$ cat src/rtl/axis_pattern_gen_pkg.sv
// -----------------------------------------------------------------------------
// axis_pattern_gen_pkg
// Shared types and helpers for the AXI-Stream test-pattern generator.
//   state_t     : command FSM states (IDLE, SEND, GAP)
//   mode_t      : data pattern selection
//   LFSR_POLY   : Galois tap mask for x^32 + x^22 + x^2 + x + 1
//   last_keep() : byte-enable mask for the final beat of a packet
// -----------------------------------------------------------------------------
package axis_pattern_gen_pkg;

  typedef enum logic [1:0] {
    IDLE = 2'd0,
    SEND = 2'd1,
    GAP  = 2'd2
  } state_t;

  typedef enum logic [1:0] {
    MODE_INC_BYTE = 2'd0,
    MODE_BEAT_CNT = 2'd1,
    MODE_LFSR     = 2'd2,
    MODE_PKT_TAG  = 2'd3
  } mode_t;

  // Right-shifting Galois form: tap bit (n-1) for each term x^n, n = 32, 22, 2, 1.
  localparam logic [31:0] LFSR_POLY = 32'h8020_0003;

  // Widest supported beat (512-bit tdata).
  localparam int unsigned MAX_BYTES = 64;

  // Final-beat keep: the low 'rem' bytes, or a full beat when rem is zero.
  function automatic logic [MAX_BYTES-1:0] last_keep(input int unsigned rem,
                                                     input int unsigned bytes);
    logic [MAX_BYTES-1:0] mask;
    mask = '0;
    for (int unsigned i = 0; i < MAX_BYTES; i++) begin
      if ((rem == 0) ? (i < bytes) : (i < rem)) mask[i] = 1'b1;
    end
    return mask;
  endfunction

endpackage

$ cat src/rtl/axis_pattern_generator_lfsr32_step.sv
// -----------------------------------------------------------------------------
// lfsr32_step
// Combinational single step of a 32-bit Galois LFSR (x^32+x^22+x^2+x+1).
//   cur : current register value
//   nxt : value after one shift
// -----------------------------------------------------------------------------
module lfsr32_step
  import axis_pattern_gen_pkg::*;
(
  input  logic [31:0] cur,
  output logic [31:0] nxt
);

  always_comb begin
    nxt = {1'b0, cur[31:1]} ^ (cur[0] ? LFSR_POLY : 32'h0);
  end

endmodule

$ cat src/rtl/axis_pattern_generator.sv
// -----------------------------------------------------------------------------
// axis_pattern_generator
// AXI-Stream master emitting bursts of test packets per start command.
//   aclk, areset            : clock, synchronous active-high reset
//   i_start                 : start pulse, only honoured in IDLE
//   i_mode                  : 0 INC_BYTE, 1 BEAT_CNT, 2 LFSR, 3 PKT_TAG
//   i_byte_len              : bytes per packet
//   i_pkt_count             : packets per command
//   i_gap_cycles            : idle cycles between packets
//   o_busy, o_done          : command in progress / one-cycle completion pulse
//   m_axis_*                : registered AXI-Stream master outputs
// -----------------------------------------------------------------------------
module axis_pattern_generator
  import axis_pattern_gen_pkg::*;
#(
  parameter int          DATA_WIDTH = 32,
  parameter int          LEN_WIDTH  = 32,
  parameter logic [7:0]  START_BYTE = 8'h80,
  parameter logic [31:0] LFSR_SEED  = 32'hFFFF_FFFF
) (
  input  logic                    aclk,
  input  logic                    areset,
  input  logic                    i_start,
  input  logic [1:0]              i_mode,
  input  logic [LEN_WIDTH-1:0]    i_byte_len,
  input  logic [15:0]             i_pkt_count,
  input  logic [7:0]              i_gap_cycles,
  output logic                    o_busy,
  output logic                    o_done,
  output logic                    m_axis_tvalid,
  output logic [DATA_WIDTH-1:0]   m_axis_tdata,
  output logic [DATA_WIDTH/8-1:0] m_axis_tkeep,
  output logic                    m_axis_tlast,
  input  logic                    m_axis_tready
);

  localparam int unsigned BYTES = DATA_WIDTH / 8;
  localparam logic [LEN_WIDTH:0] BYTES_W = (LEN_WIDTH + 1)'(BYTES);

  // Latched command and per-beat position; the *_q set always describes the
  // beat currently sitting on the output registers.
  state_t               state_q, state_n;
  mode_t                mode_q, mode_n;
  logic [LEN_WIDTH-1:0] len_q, len_n;
  logic [LEN_WIDTH-1:0] byte_off_q, byte_off_n;  // first byte of beat in packet
  logic [LEN_WIDTH-1:0] beat_q, beat_n;          // beat number, from 1
  logic [15:0]          pkt_left_q, pkt_left_n;  // packets left incl. current
  logic [15:0]          pkt_idx_q, pkt_idx_n;    // packet number, from 0
  logic [7:0]           gap_q, gap_n;
  logic [7:0]           gap_cnt_q, gap_cnt_n;
  logic [31:0]          lfsr_q, lfsr_n, lfsr_adv;

  logic load_beat;   // register the formatted beat built from the *_n values
  logic clear_beat;  // drop the stream outputs to zero
  logic done_n;
  logic accept;

  // Beat formatter outputs
  logic [LEN_WIDTH-1:0]  rem_bytes;
  int unsigned           rem_mod;
  logic                  fmt_last;
  logic [BYTES-1:0]      fmt_keep;
  logic [DATA_WIDTH-1:0] fmt_data;
  logic [DATA_WIDTH-1:0] beat_word;
  logic [DATA_WIDTH-1:0] lfsr_word;
  logic [7:0]            byte_v;

  assign accept = m_axis_tvalid & m_axis_tready;

  lfsr32_step u_lfsr (
    .cur (lfsr_q),
    .nxt (lfsr_adv)
  );

  // ---------------------------------------------------------------------------
  // Next-state logic
  // ---------------------------------------------------------------------------
  always_comb begin
    // NOTE: every signal driven here gets a default first, so no path can
    // leave one unassigned and infer a latch.
    state_n    = state_q;
    mode_n     = mode_q;
    len_n      = len_q;
    byte_off_n = byte_off_q;
    beat_n     = beat_q;
    pkt_left_n = pkt_left_q;
    pkt_idx_n  = pkt_idx_q;
    gap_n      = gap_q;
    gap_cnt_n  = gap_cnt_q;
    lfsr_n     = lfsr_q;
    load_beat  = 1'b0;
    clear_beat = 1'b0;
    done_n     = 1'b0;

    unique case (state_q)
      IDLE: begin
        if (i_start) begin
          if ((i_byte_len != '0) && (i_pkt_count != '0)) begin
            mode_n     = mode_t'(i_mode);
            len_n      = i_byte_len;
            gap_n      = i_gap_cycles;
            pkt_left_n = i_pkt_count;
            pkt_idx_n  = '0;
            byte_off_n = '0;
            beat_n     = LEN_WIDTH'(1);
            lfsr_n     = LFSR_SEED;
            load_beat  = 1'b1;
            state_n    = SEND;
          end else begin
            done_n = 1'b1;  // empty command completes without any beats
          end
        end
      end

      SEND: begin
        if (accept) begin
          lfsr_n = lfsr_adv;  // runs on across packet boundaries
          if (!m_axis_tlast) begin
            byte_off_n = byte_off_q + LEN_WIDTH'(BYTES);
            beat_n     = beat_q + LEN_WIDTH'(1);
            load_beat  = 1'b1;
          end else if (pkt_left_q == 16'd1) begin
            clear_beat = 1'b1;
            done_n     = 1'b1;
            state_n    = IDLE;
          end else begin
            pkt_left_n = pkt_left_q - 16'd1;
            pkt_idx_n  = pkt_idx_q + 16'd1;
            byte_off_n = '0;
            beat_n     = LEN_WIDTH'(1);
            if (gap_q == 8'd0) begin
              load_beat = 1'b1;
            end else begin
              gap_cnt_n  = gap_q;
              clear_beat = 1'b1;
              state_n    = GAP;
            end
          end
        end
      end

      GAP: begin
        if (gap_cnt_q == 8'd1) begin
          load_beat = 1'b1;
          state_n   = SEND;
        end else begin
          gap_cnt_n = gap_cnt_q - 8'd1;
        end
      end

      default: begin
        clear_beat = 1'b1;
        state_n    = IDLE;
      end
    endcase
  end

  // ---------------------------------------------------------------------------
  // Beat formatter: builds the beat described by the *_n position values
  // ---------------------------------------------------------------------------
  always_comb begin
    rem_bytes = len_n - byte_off_n;
    fmt_last  = ({1'b0, rem_bytes} <= BYTES_W);
    // On the final beat the bytes still owed equal len mod BYTES, except that
    // a full beat means the remainder is zero; this avoids a divider on len.
    rem_mod = 0;
    if ({1'b0, rem_bytes} < BYTES_W) rem_mod = 32'(rem_bytes);
    fmt_keep  = fmt_last ? BYTES'(last_keep(rem_mod, BYTES)) : '1;
    beat_word = DATA_WIDTH'(beat_n);
    for (int i = 0; i < DATA_WIDTH; i++) lfsr_word[i] = lfsr_n[i % 32];

    fmt_data = '0;
    byte_v   = '0;
    for (int k = 0; k < int'(BYTES); k++) begin
      unique case (mode_n)
        MODE_INC_BYTE: byte_v = START_BYTE + 8'(byte_off_n) + 8'(k);
        MODE_BEAT_CNT: byte_v = beat_word[8*k +: 8];
        MODE_LFSR:     byte_v = lfsr_word[8*k +: 8];
        MODE_PKT_TAG:  byte_v = pkt_idx_n[7:0];
        default:       byte_v = 8'h00;
      endcase
      if (fmt_keep[k]) fmt_data[8*k +: 8] = byte_v;
    end
  end

  // ---------------------------------------------------------------------------
  // Registers
  // ---------------------------------------------------------------------------
  // NOTE: non-blocking assignments throughout, so every flop samples the
  // values that existed before the edge regardless of statement order.
  always_ff @(posedge aclk) begin
    if (areset) begin
      state_q       <= IDLE;
      mode_q        <= MODE_INC_BYTE;
      len_q         <= '0;
      byte_off_q    <= '0;
      beat_q        <= '0;
      pkt_left_q    <= '0;
      pkt_idx_q     <= '0;
      gap_q         <= '0;
      gap_cnt_q     <= '0;
      lfsr_q        <= '0;
      o_busy        <= 1'b0;
      o_done        <= 1'b0;
      m_axis_tvalid <= 1'b0;
      m_axis_tdata  <= '0;
      m_axis_tkeep  <= '0;
      m_axis_tlast  <= 1'b0;
    end else begin
      state_q    <= state_n;
      mode_q     <= mode_n;
      len_q      <= len_n;
      byte_off_q <= byte_off_n;
      beat_q     <= beat_n;
      pkt_left_q <= pkt_left_n;
      pkt_idx_q  <= pkt_idx_n;
      gap_q      <= gap_n;
      gap_cnt_q  <= gap_cnt_n;
      lfsr_q     <= lfsr_n;
      o_busy     <= (state_n != IDLE);
      o_done     <= done_n;
      // Outputs hold otherwise, which keeps a stalled beat stable.
      if (load_beat) begin
        m_axis_tvalid <= 1'b1;
        m_axis_tdata  <= fmt_data;
        m_axis_tkeep  <= fmt_keep;
        m_axis_tlast  <= fmt_last;
      end else if (clear_beat) begin
        m_axis_tvalid <= 1'b0;
        m_axis_tdata  <= '0;
        m_axis_tkeep  <= '0;
        m_axis_tlast  <= 1'b0;
      end
    end
  end

endmodule

$ cat config.mk
export PLATFORM = sky130hd
export DESIGN_NAME = axis_pattern_generator
export DESIGN_NICKNAME = d
export VERILOG_FILES = /design/src/rtl/axis_pattern_gen_pkg.sv /design/src/rtl/axis_pattern_generator_lfsr32_step.sv /design/src/rtl/axis_pattern_generator.sv
export SDC_FILE = /design/constraint.sdc
export NUM_CORES = 1
export LEC_CHECK = 0
export CORE_MARGIN = 5
export CORE_UTILIZATION = 30
export DETAILED_ROUTE_END_ITERATION = 8
export GPL_TIMING_DRIVEN = 1
export PLACE_DENSITY_LB_ADDON = 0.15
export SKIP_LAST_GASP = 1
export SLEW_MARGIN = 20
export SYNTH_ARGS = -nofsm -noshare
export SYNTH_HDL_FRONTEND = slang
export SYNTH_HIERARCHICAL = 1
export SYNTH_SLANG_ARGS = --single-unit
$ cat constraint.sdc
create_clock -name aclk -period 7.5 [get_ports aclk]
set_input_delay 0.75 -clock aclk [delete_from_list [all_inputs] [get_ports aclk]]
set_output_delay 0.75 -clock aclk [all_outputs]
set_load 0.02 [all_outputs]
==> results.py, run 1 <==
metrics = {
    "run_status": {
        "outcome": "finished, final reports clean",
    },
    "drt": {
        "first_pass_iters": 6,
        "vias": 14720,
        "dr.first_iter.drc_count": 1331,
        "drtAntennaViolNets": 0,
        "wl_per_cell_um": 21.2,
        "postRouteWirelength_mm": 54.4,
        "post-route-drc-count": 0,
        "vias_per_cell": 5.73,
    },
    "critical_path": {
        "worst_path_max_delay_cell": "o211ai_4",
        "cp-start-kind": "primary input",
        "crit_fanout": 22,
        "worstSetupEndpointType": "register",
        "cp-startpoint": "i_byte_len[0]",
        "crit_path_frequent_cell": "buf_4",
        "timing.rr.start": "pkt_left_q[1]$_SDFFE_PP0P_",
        "crit_chain": "clkdlybuf4s50_1 > nor4_1 > nand4_1 > o211ai_4 > o21ai_0 > a21oi_1 > buf_4 > inv_1 > ha_1 > nor2b_1 > o2111ai_1 > a211oi_1 > o211ai_1 > and3_1 > a2111oi_0 > buf_4 > nand4b_1 > nor4_4 > o21ai_1",
        "crit_arrival_ns": 7.22,
        "slowest_delay_ns": 0.89,
        "crit_type": "in -> reg",
        "rr_worst_depth": 19,
        "ff2ff_setup_slack_ns": 0.96,
        "required_ns": 7.92,
        "worst_r2r_endpoint": "m_axis_tdata[30]$_SDFFE_PP0P_",
    },
    "sta": {
        "fin_skew_ns": 0.0139,
        "post-route-period-util": 0.907,
        "period_needed_ns": 6.80,
        "worst_pin_slew_ns": 1.15,
        "hold_viol": 0,
        "finalMaxSlewViolations": 0,
        "setup_viol": 0,
        "setup-tns-final_ns": 0,
        "rsz0062_at_grt": "false",
        "maxSlewHeadroom": 0.211,
        "fmax_mhz": 147,
    },
    "floorplanning": {
        "num_rows": 78,
        "pin_count": 102,
        "core_area_um2": 45500,
        "die_y_um": 224,
        "dieArea_um2": 50400,
        "initial_utilization": 0.303,
        "die_w_um": 224,
    },
    "power": {
        "ir_drop_uv": 151,
        "leakagePower_uw": 0.00584,
        "p_per_area_nw_per_um2": 207,
    },
    "layout": {
        "layout.cells.non_filler": 2569,
        "n_antenna_cell": 0,
        "fin_area_um2": 16100,
        "fin_nets": 2058,
        "syn_to_final_growth_pct": 16.6,
        "layout-drive-gt1-share": 0.0523,
    },
    "synth": {
        "yosys_warnings": 6,
        "seq_area_frac_synth": 0.306,
        "avgSynthCellArea_um2": 7.13,
        "synth_nets": 2041,
        "synth_edf_count": 0,
        "synth_cell_type_count": 79,
        "synth_seq_cells": 211,
        "ys.flop_type": "dfxtp_1",
        "async_reset_ff_frac": 0,
        "netlist_area_um2": 13800,
        "synthCells": 1936,
    },
    "min_path": {
        "hold_path.startpoint": "m_axis_tdata[20]$_SDFFE_PP0P_",
        "whs_endpoint": "m_axis_tdata[20]$_SDFFE_PP0P_",
        "min_path_type": "reg -> reg",
        "holdPathStages": 2,
    },
    "global_route": {
        "grt_max_degree": 79,
        "grt-ovfl-total": 0,
        "grt_pass1_wl_mm": 83.5,
        "grt_pass1_vias": 13864,
        "grt_usage": 0.206,
        "antenna_found_initial": 0,
    },
    "placement": {
        "placed_area_um2": 15200,
        "dpl.cell_count": 2524,
        "io_buffers": 101,
        "gp_congestion": 0.962,
        "dpl.hpwl_mm": 40.5,
    },
    "clocking": {
        "postCtsSetupBuffers": 0,
        "cts-root-buf": "clkbuf_16",
        "path_clk_slew_ns": 0.06,
        "cts_max_level": 1,
        "clk_latency_ns": 0.55,
        "ctsHoldBuffers": 0,
        "numCtsBuffers": 27,
        "clockBufferDepth": 3,
        "cts_num_sinks": 211,
        "cts_tree": "done",
        "cts_resized": 0,
    },
    "run": {
        "maxCapViolCount": 0,
    },
}
## placed cells by master, fill, tap and decap left out, types with 15 or more instances in the layout
| cell type | instances |
|---|---|
| o21a_1 | 18 |
| nand2_1 | 362 |
| o21ai_1 | 26 |
| o22ai_1 | 20 |
| nor4_1 | 37 |
| o211ai_1 | 19 |
| mux2i_1 | 17 |
| buf_4 | 35 |
| clkdlybuf4s50_1 | 100 |
| nor2_1 | 184 |
| a22oi_1 | 16 |
| clkbuf_16 | 27 |
| dfxtp_1 | 211 |
| o21ai_0 | 112 |
| and3_1 | 25 |
| ha_1 | 42 |
| nor3_1 | 51 |
| a21o_1 | 15 |
| nand4_1 | 45 |
| nor2b_1 | 42 |
| xnor2_1 | 21 |
| a211oi_1 | 21 |
| nand3_1 | 70 |
| a31oi_1 | 47 |
| inv_1 | 21 |
| a21oi_1 | 154 |
| o31ai_1 | 17 |
## synth_stat cells (all sizes together) (6+ instances only)
master  number  area [um2]
xor2        10        87.6
nand2      362        1360
o22ai       20         125
o21ai      138         691
nor2       185         694
a21oi      154         771
xnor2       21         184
a31oi       47         294
and2        11        68.8
ha          42         526
nand3       70         350
clkbuf     106         399
dfxtp      211        4220
o31ai       17         128
o21a        18         135
inv         22        82.6
or4          8        60.1
buf         42         274
or2          6        37.5
and4         7        61.3
nand2b       6        37.5
a22oi       16         120
and3        25         156
a211oi      21         158
or3         14        87.6
nor4b        7        61.3
a22o         6        52.6
nand4       45         282
a21o        15         113
nor2b       43         269
nor4        41         302
mux2i       18         180
a221oi       6        52.6
nor3        51         255
o211ai      20         155
## per-layer routing
layer,vias to the layer above,wire length [um],GRT usage
li1,7092,-,-
met1,7057,24800,0.290
met2,485,24500,0.332
met3,86,3370,0.0305
met4,0,1620,0.0560
met5,-,0,0
## stage by stage
step	worst slack, ns	util	hold slack (ns)	power [uW]
after floorplan	1.72	-	0.445	1740
after global placement	0.220	0.334	0.437	2020
after detailed placement	0.132	0.334	0.439	2010
after CTS	0.700	0.354	0.447	3360
after global routing	0.229	0.354	0.462	3490
final	0.701	0.354	0.446	3330
## critical path, delay by kind of cell
family / cells / cell delay (ns)
adder cells (fa/ha/maj): 1 / 0.35
AND/OR/NAND/NOR: 6 / 2.02
buffers and inverters: 4 / 0.97
AO/OA/AOI/OAI: 8 / 3.08
## worst max path at each step
stage	slack [ns]	to
2_1_floorplan	1.72	m_axis_tdata[25]$_SDFFE_PP0P_
3_3_place_gp	0.22	m_axis_tdata[27]$_SDFFE_PP0P_
3_5_place_dp	0.13	m_axis_tdata[30]$_SDFFE_PP0P_
4_1_cts	0.70	m_axis_tdata[30]$_SDFFE_PP0P_
5_1_grt	0.23	m_axis_tdata[29]$_SDFFE_PP0P_
6_report	0.70	m_axis_tdata[30]$_SDFFE_PP0P_
## cell type report
type                            count  area, um2
Clock buffer                       36        769
Fill cell                        4924      29400
Multi-Input combinational cell   1554       8850
Tap cell                          600        751
Clock inverter                      9        130
Inverter                           23       86.3
Timing Repair Buffer              136       1270
Sequential cell                   211       4220
## power breakdown
group          internal (uW)  total [uW]  switching (uW)
Clock                    816        1340             520
Combinational            281         786             505
Sequential              1170        1210            38.3
## logic make-up after synthesis
| kind of cell | Yosys count | share of synthesized area |
|---|---|---|
| xor+xnor | 31 | 0.0197 |
| simple gates | 900 | 0.308 |
| fa+ha+maj | 43 | 0.0395 |
| buf+inv | 171 | 0.0551 |
| mux | 21 | 0.0155 |
| compound gates | 559 | 0.256 |
| flops | 211 | 0.306 |
## registers in the layout, indices dropped and copies added (netlist names), 2 cells and up
name,flops
gap_cnt_q,8
lfsr_q,32
pkt_idx_q,8
gap_q,8
beat_q,32
byte_off_q,32
len_q,32
state_q,2
pkt_left_q,16
mode_q,2
m_axis_tkeep,3
m_axis_tdata,32
(Power assumes the default switching activity.)
==> run 2: changes to the inputs <==
ABC_AREA = 1   (was not set)
clock period = 8.2 ns   (was 7.5 ns; I/O delays follow)
==> results.py, run 2 <==
metrics = {
    "sta": {
        "fin_skew_ns": 0.0239,
        "period_needed_ns": 5.89,
        "post-route-period-util": 0.718,
        "setup_viol": 0,
        "fmax_mhz": 170,
        "maxSlewHeadroom": 0.328,
        "hold_viol": 0,
        "finalMaxSlewViolations": 0,
        "worst_pin_slew_ns": 1.00,
        "rsz0062_at_grt": "false",
        "setup-tns-final_ns": 0,
    },
    "run_status": {
        "outcome": "finished, final reports clean",
    },
    "placement": {
        "gp_congestion": 0.933,
        "io_buffers": 101,
        "dpl.hpwl_mm": 43.0,
        "placed_area_um2": 16700,
    },
    "layout": {
        "n_antenna_cell": 0,
        "layout-drive-gt1-share": 0.0706,
        "final_common_cell": "nand2_1",
        "post-route-util": 0.351,
        "most-common-layout-cells": "nand2_1, nor2_1, inv_1",
        "fin_nets": 2620,
        "syn_to_final_growth_pct": 15.5,
        "fin_area_um2": 17700,
    },
    "floorplanning": {
        "dieArea_um2": 55600,
        "die_y_um": 236,
        "core_area_um2": 50300,
        "num_rows": 82,
        "pin_count": 102,
        "initial_utilization": 0.304,
        "die_w_um": 236,
    },
    "drt": {
        "drtAntennaViolNets": 0,
        "vias_per_cell": 5.03,
        "dr.first_iter.drc_count": 1278,
        "postRouteWirelength_mm": 57.0,
        "vias": 16152,
        "first_pass_iters": 5,
        "post-route-drc-count": 0,
        "wl_per_cell_um": 17.8,
    },
    "critical_path": {
        "crit_fanout": 9,
        "cp-startpoint": "i_byte_len[11]",
        "crit_path_frequent_cell": "nand2_1",
        "rr_worst_depth": 26,
        "worstSetupEndpointType": "register",
        "crit_arrival_ns": 6.31,
        "worst_path_max_delay_cell": "clkdlybuf4s50_1",
        "cp-start-kind": "primary input",
        "required_ns": 8.62,
        "crit_type": "in -> reg",
        "slowest_delay_ns": 0.47,
        "timing.rr.start": "pkt_left_q[1]$_SDFFE_PP0P_",
    },
    "synth": {
        "yosys_warnings": 6,
        "netlist_area_um2": 15300,
        "synth_seq_cells": 211,
        "synth.most_common_cell": "nand2_1",
        "avgSynthCellArea_um2": 6.15,
        "synth_top_cells_by_count": "nand2_1, nor2_1, inv_1",
        "synthCells": 2486,
        "seq_area_frac_synth": 0.276,
        "ys.flop_type": "dfxtp_1",
        "synth_nets": 2591,
        "synth_top_area_cell": "dfxtp_1",
        "synth_cell_type_count": 71,
        "synth.top_cell.area_share": 0.276,
        "synthTopCellsByArea": "dfxtp_1, nand2_1, nor2_1, a21oi_1, inv_1",
        "async_reset_ff_frac": 0,
        "synth_edf_count": 0,
    },
    "global_route": {
        "grt_pass1_wl_mm": 89.3,
        "antenna_found_initial": 0,
        "grt_usage": 0.197,
        "grt_max_degree": 82,
        "grt-ovfl-total": 0,
        "grt_pass1_vias": 15600,
    },
    "clocking": {
        "cts-root-buf": "clkbuf_16",
        "cts_resized": 0,
        "path_clk_slew_ns": 0.06,
        "numCtsBuffers": 28,
        "postCtsSetupBuffers": 0,
        "ctsHoldBuffers": 0,
        "clockBufferDepth": 3,
        "cts_num_sinks": 211,
        "cts_tree": "done",
        "cts_max_level": 1,
        "clk_latency_ns": 0.57,
    },
    "run": {
        "maxCapViolCount": 0,
    },
    "power": {
        "leakagePower_uw": 0.00756,
        "p_per_area_nw_per_um2": 220,
        "ir_drop_uv": 146,
    },
    "min_path": {
        "min_path_type": "reg -> reg",
        "holdPathStages": 2,
        "hold_path.startpoint": "m_axis_tdata[7]$_SDFFE_PP0P_",
    },
}
run 2: cell count changes after synthesis, sizes merged, moves of 30 or more:
cell	before	now
nor2	185	336
nor4	41	8
nand3	70	146
inv	22	281
buf	42	73
nand2	362	702
a21oi	154	204
a31oi	47	17
nor2b	43	1
clkbuf	106	51
run 2: cells by family (layout without fill, tap and decap cells):
kind of cell / Yosys count / after routing / share of synthesized area
AO/OA/AOI/OAI: 466 / 466 / 0.172
multiplexers: 23 / 23 / 0.0150
adder cells (fa/ha/maj): 43 / 43 / 0.0357
flip-flops: 211 / 211 / 0.276
AND/OR/NAND/NOR: 1312 / 1312 / 0.376
buffers and inverters: 411 / 462 / 0.113
XOR/XNOR: 20 / 20 / 0.0115
run 2: critical path, delay by kind of cell:
kind | cells | cell delay [ns]
simple gates | 23 | 3.70
buf+inv | 4 | 1.11
fa+ha+maj | 1 | 0.41
compound gates | 2 | 0.27
run 2: cell type report:
type / instances / area [um2]
Multi-Input combinational cell: 1864 / 9340
Timing Repair Buffer: 123 / 1180
Clock inverter: 11 / 176
Inverter: 287 / 1080
Sequential cell: 211 / 4220
Fill cell: 5550 / 32600
Tap cell: 672 / 841
Clock buffer: 41 / 830
run 2: metrics by stage:
stage                     total power [uW]  hold WS (ns)  worst slack (ns)  std cells
after floorplan                       2160         0.444              3.80       2486
after global placement                2570         0.456              1.63       3157
after detailed placement              2570         0.456              1.67       3157
after CTS                             3930         0.466              2.27       3209
after global routing                  4150         0.480              1.89       3209
final                                 3890         0.466              2.31       3209
run 2: per-layer routing:
layer	up-vias	routed length [um]	track usage
met1	7502	25600	0.263
met5	-	0	0
met2	431	27200	0.341
li1	8137	-	-
met4	0	1670	0.0581
met3	82	2450	0.0176
run 2: final timing paths:
check | endpoint | slack (ns)
worst max-delay path | m_axis_tdata[10]$_SDFFE_PP0P_ | 2.31
worst min-delay path | m_axis_tdata[7]$_SDFFE_PP0P_ | 0.47
worst max register to register | m_axis_tdata[10]$_SDFFE_PP0P_ | 2.74
worst min register to register | m_axis_tdata[7]$_SDFFE_PP0P_ | 0.47
run 2: power breakdown:
part / leakage [uW] / switching (uW) / internal (uW)
clock network: 0.000492 / 510 / 826
logic: 0.00535 / 931 / 448
registers: 0.00173 / 60.9 / 1120
total: 0.00756 / 1500 / 2390
